File: src/rtl/pipe_pkg.sv
// Shared pipeline encodings: next-PC select codes, write-data source codes, MDU FSM states.
// Purely declarative, no logic of its own.
package pipe_pkg;

  localparam logic [1:0] NPC_BRANCH  = 2'b01;
  localparam logic [1:0] NPC_JUMP    = 2'b10;
  localparam logic [1:0] WD_SEL_LOAD = 2'b01;

  typedef enum logic [1:0] {
    MDU_IDLE = 2'b00,
    MDU_BUSY = 2'b01,
    MDU_DONE = 2'b10
  } mdu_state_e;

  function automatic logic is_redirect(input logic [1:0] npc_sel);
    return (npc_sel == NPC_BRANCH) || (npc_sel == NPC_JUMP);
  endfunction

endpackage

File: src/rtl/mdu_stall_fsm.sv
// Multi-cycle MDU stall sequencer: stalls for MDU_LAT cycles from the start cycle, then pulses done.
// Latency: stall is combinational on start; freeze_i holds state and remaining count.
module mdu_stall_fsm
  import pipe_pkg::*;
#(
  parameter int MDU_LAT = 4
) (
  input  logic clk,
  input  logic rstn,
  input  logic start_i,
  input  logic freeze_i,
  output logic stall_o,
  output logic done_o
);

  localparam int REM_W = (MDU_LAT > 1) ? $clog2(MDU_LAT) : 1;
  localparam logic [REM_W-1:0] REM_INIT = REM_W'(MDU_LAT - 1);

  mdu_state_e       state_q, state_d;
  logic [REM_W-1:0] rem_q, rem_d;

  always_ff @(posedge clk or negedge rstn) begin
    if (!rstn) begin
      state_q <= MDU_IDLE;
      rem_q   <= '0;
    end else begin
      state_q <= state_d;
      rem_q   <= rem_d;
    end
  end

  always_comb begin
    state_d = state_q;
    rem_d   = rem_q;
    stall_o = 1'b0;
    done_o  = 1'b0;
    case (state_q)
      MDU_IDLE: begin
        if (start_i) begin
          stall_o = 1'b1;
          rem_d   = REM_INIT;
          state_d = (MDU_LAT == 1) ? MDU_DONE : MDU_BUSY;
        end
      end
      MDU_BUSY: begin
        stall_o = 1'b1;
        rem_d   = rem_q - 1'b1;
        if (rem_q == REM_W'(1)) state_d = MDU_DONE;
      end
      MDU_DONE: begin
        done_o  = 1'b1;
        state_d = MDU_IDLE;
      end
      default: state_d = MDU_IDLE;
    endcase
    // A memory wait holds the whole pipe, so the MDU neither advances nor reports done.
    if (freeze_i) begin
      state_d = state_q;
      rem_d   = rem_q;
      done_o  = 1'b0;
    end
  end

endmodule

File: src/rtl/hazard_ctrl_gen.sv
// Pipeline hazard controller: prioritised stall/flush decode plus saturating event counters.
// Stall/flush outputs are combinational; counters update one cycle after their event wins.
module hazard_ctrl_gen
  import pipe_pkg::*;
#(
  parameter int RA_W     = 5,
  parameter int LOAD_LAT = 1,
  parameter int MDU_LAT  = 4,
  parameter int CNT_W    = 16
) (
  input  logic            clk,
  input  logic            rstn,
  input  logic            rf_we_ex,
  input  logic            rf_we_mem,
  input  logic [1:0]      rf_wd_sel_ex,
  input  logic [1:0]      rf_wd_sel_mem,
  input  logic [RA_W-1:0] rf_wa_ex,
  input  logic [RA_W-1:0] rf_wa_mem,
  input  logic [RA_W-1:0] rf_ra0_id,
  input  logic [RA_W-1:0] rf_ra1_id,
  input  logic [1:0]      npc_sel,
  input  logic            mdu_start_ex,
  input  logic            dmem_ready,
  output logic            stall_pc,
  output logic            stall_if2id,
  output logic            stall_id2ex,
  output logic            stall_ex2mem,
  output logic            stall_mem2wb,
  output logic            flush_if2id,
  output logic            flush_id2ex,
  output logic            flush_ex2mem,
  output logic            mdu_done,
  output logic [CNT_W-1:0] cnt_load_use,
  output logic [CNT_W-1:0] cnt_mdu,
  output logic [CNT_W-1:0] cnt_flush,
  output logic [CNT_W-1:0] cnt_mem_wait
);

  function automatic logic load_hit(input logic we, input logic [1:0] sel,
                                    input logic [RA_W-1:0] wa);
    return we && (sel == WD_SEL_LOAD) && (wa != '0) &&
           ((wa == rf_ra0_id) || (wa == rf_ra1_id));
  endfunction

  function automatic logic [CNT_W-1:0] sat_inc(input logic [CNT_W-1:0] v, input logic en);
    return (en && !(&v)) ? v + 1'b1 : v;
  endfunction

  logic mem_wait, mdu_stall, lu_ex, lu_mem, redirect;
  logic win_mem, win_mdu, win_lu, win_flush;
  logic [CNT_W-1:0] cnt_lu_q, cnt_lu_d, cnt_mdu_q, cnt_mdu_d;
  logic [CNT_W-1:0] cnt_flush_q, cnt_flush_d, cnt_mw_q, cnt_mw_d;

  assign mem_wait = !dmem_ready;
  assign lu_ex    = load_hit(rf_we_ex, rf_wd_sel_ex, rf_wa_ex);
  assign lu_mem   = (LOAD_LAT == 2) ? load_hit(rf_we_mem, rf_wd_sel_mem, rf_wa_mem) : 1'b0;
  assign redirect = is_redirect(npc_sel);

  mdu_stall_fsm #(.MDU_LAT(MDU_LAT)) u_mdu (
    .clk      (clk),
    .rstn     (rstn),
    .start_i  (mdu_start_ex),
    .freeze_i (mem_wait),
    .stall_o  (mdu_stall),
    .done_o   (mdu_done)
  );

  always_comb begin
    {stall_pc, stall_if2id, stall_id2ex, stall_ex2mem, stall_mem2wb} = '0;
    {flush_if2id, flush_id2ex, flush_ex2mem} = '0;
    {win_mem, win_mdu, win_lu, win_flush} = '0;
    if (mem_wait) begin
      {stall_pc, stall_if2id, stall_id2ex, stall_ex2mem, stall_mem2wb} = '1;
      win_mem = 1'b1;
    end else if (mdu_stall) begin
      {stall_pc, stall_if2id, stall_id2ex} = '1;
      flush_ex2mem = 1'b1;
      win_mdu = 1'b1;
    end else if (lu_ex) begin
      {stall_pc, stall_if2id, flush_id2ex} = '1;
      win_lu = 1'b1;
    end else if (redirect) begin
      {flush_if2id, flush_id2ex} = '1;
      win_flush = 1'b1;
    end else if (lu_mem) begin
      {stall_pc, stall_if2id, flush_id2ex} = '1;
      win_lu = 1'b1;
    end
  end

  always_comb begin
    cnt_lu_d    = sat_inc(cnt_lu_q, win_lu);
    cnt_mdu_d   = sat_inc(cnt_mdu_q, win_mdu);
    cnt_flush_d = sat_inc(cnt_flush_q, win_flush);
    cnt_mw_d    = sat_inc(cnt_mw_q, win_mem);
  end

  always_ff @(posedge clk or negedge rstn) begin
    if (!rstn) begin
      cnt_lu_q    <= '0;
      cnt_mdu_q   <= '0;
      cnt_flush_q <= '0;
      cnt_mw_q    <= '0;
    end else begin
      cnt_lu_q    <= cnt_lu_d;
      cnt_mdu_q   <= cnt_mdu_d;
      cnt_flush_q <= cnt_flush_d;
      cnt_mw_q    <= cnt_mw_d;
    end
  end

  assign cnt_load_use = cnt_lu_q;
  assign cnt_mdu      = cnt_mdu_q;
  assign cnt_flush    = cnt_flush_q;
  assign cnt_mem_wait = cnt_mw_q;

endmodule

File: config.mk
export PLATFORM = sky130hd
export DESIGN_NAME = hazard_ctrl_gen
export DESIGN_NICKNAME = d
export VERILOG_FILES = /design/src/rtl/pipe_pkg.sv /design/src/rtl/mdu_stall_fsm.sv /design/src/rtl/hazard_ctrl_gen.sv
export SDC_FILE = /design/constraint.sdc
export NUM_CORES = 1
export LEC_CHECK = 0
export CORE_ASPECT_RATIO = 0.8
export CORE_UTILIZATION = 60
export DETAILED_ROUTE_END_ITERATION = 16
export DONT_BUFFER_PORTS = 1
export PLACE_DENSITY = 0.84
export SYNTH_ARGS = -nofsm -noshare
export SYNTH_HDL_FRONTEND = slang
export SYNTH_SLANG_ARGS = --single-unit
File: constraint.sdc
create_clock -name clk -period 5 [get_ports clk]
set_input_delay 1 -clock clk [delete_from_list [all_inputs] [get_ports clk]]
set_output_delay 1 -clock clk [all_outputs]
set_load 0.03 [all_outputs]
==> results_dict.tcl <==
set metrics [dict create \
    pwr-share-clk 0.307 \
    p_sw_frac 0.368 \
    syn2layout_area_growth_pct 8.37 \
    synth_most_common_cell "dfrtp_1" \
    seqPwrFrac 0.539 \
    setup_viol 0 \
    io_pins 105 \
    dpl.hpwl_mm 4.92 \
    routed_via_density 5.83 \
    gr-total-overflow 0 \
    grt_pass1_wl_mm 11.2 \
    ys_ff_latch 68 \
    synth-async-reset-ratio 1.00 \
    combinationalPowerShare 0.154 \
    synth_cells 330 \
    n_antenna_cell 0 \
    antenna_found_initial 0 \
    drt_iter0_drc 97 \
    post-synth-top-area-cell "dfrtp_1" \
    synth-seq-area-share 0.487 \
    die_h_um 70.3 \
    finalSetupTns_ns 0 \
    dpl_cell_area_sq_um 3550 \
    hold_path_class "in -> async" \
    clockRootBuffer "clkbuf_8" \
    yosysWarnings 0 \
    synth_common_cells "dfrtp_1, xnor2_1, nand2_1" \
    status "finished clean" \
    leakage_nw 1.69 \
    timing.final.crit_share 0.696 \
    drt-wirelength-per-cell_um 16.0 \
    first_global_vias 2387 \
    synth_nets 367 \
    synth_area_leaders "dfrtp_1, xnor2_1, xor2_1, nand2_1, nand3_1" \
    numCtsBuffers 9 \
    synth_area_sq_um 3500 \
    path_class "in -> out" \
    clock_sinks 68 \
    post_cts_resized 0 \
    worstPathRequired_ns 4.00 \
    clock_latency_ns 0.33 \
    drc 0 \
    die-width_um 87.3 \
    internal_power_mw 1.05 \
    slew_headroom 0.347 \
    drt-pass1-iter-count 4 \
    drv_cap 0 \
    cts.path.max_buffers 2 \
    power_density_nw_per_um2 438 \
    cp-end-kind "primary output" \
    critPathMaxFanout 10 \
    syn_area_per_cell_sq_um 10.6 \
    worst_slew_pin_slew_ns 0.977 \
    fin_skew_ns 0.00517 \
    fmax_mhz 287 \
    cp-start-kind "input port" \
    total_power_mw 1.66 \
    totalWireLength_mm 6.74 \
    synth_cell_types 45 \
    drive_gt1_frac 0.108 \
    htreeDepth 3 \
    post-cts-setup-buffers 0 \
    num_rows 24 \
    clk_pin_slew_ns 0.07 \
    fin_nets 374 \
    synth_edf_count 0 \
    rsz0062_at_grt "false" \
    port_buffers 0 \
    ant_nets 0 \
    start_util 0.633 \
    grt.total_usage 0.239 \
    grt_max_degree 69 \
    synth_flop_cell "dfrtp_1" \
    cts_tree "built" \
    switchingPower_mw 0.611 \
    reg2regPathDepth 5 \
    dr_total_vias 2450 \
    placeableCoreArea_sq_um 5530 \
    finalHoldViolCount 0 \
    finish.instance_area_sq_um 3790 \
    ir_drop_mv 0.307 \
    period_needed_ns 3.48 \
    cts_hold_buf 0 \
    yosysTopAreaCellShare 0.487 \
    die_area_sq_um 6140 \
    critPathArrivalTime_ns 2.48 \
    gp_congestion 0.787 \
    final_max_slew_viol_count 0 \
]
worst paths after layout:
check / start / endpoint / slack, ns
min: rstn / cnt_mem_wait[14] / 0.36
max: rf_wa_ex[0] / flush_id2ex / 1.52
max reg2reg: cnt_flush[0] / cnt_flush[1] / 2.78
min in group clk: u_mdu.rem_q[0] / u_mdu.rem_q[0] / 0.52
min reg2reg: u_mdu.rem_q[0] / u_mdu.rem_q[0] / 0.52
max in group asynchronous: rstn / cnt_mem_wait[1] / 4.54
state kept, by name, indices dropped and copies added (netlist names):
name           count
cnt_flush         16
cnt_load_use      16
cnt_mdu           16
cnt_mem_wait      16
u_mdu.rem_q        2
u_mdu.state_q      2
layer usage:
metal | wire length [um] | share of wire | track usage | vias up
met2 | 3300 | 0.49 | 0.386 | 71
met5 | 0 | 0 | 0 | -
met1 | 2920 | 0.43 | 0.282 | 1198
li1 | - | - | - | 1169
met3 | 415 | 0.062 | 0.100 | 12
met4 | 103 | 0.015 | 0.0874 | 0
power by group through the flow:
stage	registers, mW	logic (mW)	clock network [mW]
final	0.894	0.256	0.509
after global routing	0.909	0.289	0.553
after CTS	0.894	0.258	0.521
after detailed placement	0.904	0.254	0
after global placement	0.897	0.241	0
after floorplan	0.872	0.218	0
metrics by stage:
| step | worst slack (ns) | util | std cells | hold slack, ns |
|---|---|---|---|---|
| floorplan | 1.75 | - | 330 | 0.468 |
| global placement | 1.53 | 0.643 | 404 | 0.490 |
| detailed placement | 1.51 | 0.643 | 404 | 0.506 |
| CTS | 1.51 | 0.686 | 420 | 0.344 |
| global route | 1.38 | 0.686 | 420 | 0.317 |
| finish | 1.52 | 0.686 | 420 | 0.358 |
worst max-delay path, cell delays in order:
cell and delay [ns]:
xnor2_1 0.14, nand3_1 0.12, o22ai_2 0.41, nand2_2 0.23, a21oi_1 0.59
placed cells by master (no fill, tap or decap), drive strengths merged:
cell type,netlist,routed
nor3b,1,1
o22ai,1,1
and2,1,1
or3,1,1
a21oi,7,7
nor3,8,8
o21a,1,1
nand3,26,26
bufinv,0,2
nand2b,1,1
and2b,1,1
nor4b,1,1
inv,10,10
o31a,1,1
and4bb,1,1
nor2,25,25
or2,1,1
ha,5,5
clkinvlp,0,2
xor2,21,21
o311a,1,1
xnor2,46,46
and3,12,12
mux2,7,7
nand4,20,20
nand3b,1,1
clkinv,0,1
nand2,40,40
o41ai,1,1
dfrtp,68,68
o21ai,3,3
o2bb2ai,1,1
and4,6,6
nor4,6,6
clkbuf,0,11
a211oi,1,1
cells by family (layout without fill, tap and decap cells):
kind of cell | Yosys count | in the layout | share of synthesized area
and+or+nand+nor | 152 | 152 | 0.240
DFF | 68 | 68 | 0.487
xor gates and xnor gates | 67 | 67 | 0.168
AOI/OAI and AO/OA | 17 | 17 | 0.0415
buffers and inverters | 14 | 26 | 0.0222
muxes | 7 | 7 | 0.0236
adders and majority gates | 5 | 5 | 0.0179
cell type report:
class	count	area, sq um
clock inverter	5	83.8
sequential	68	1700
multi-input combinational	248	1720
fill	433	1740
tap	78	97.6
clock buffer	11	151
inverter	10	37.5
No activity file was read; power rests on OpenSTA's default activity.
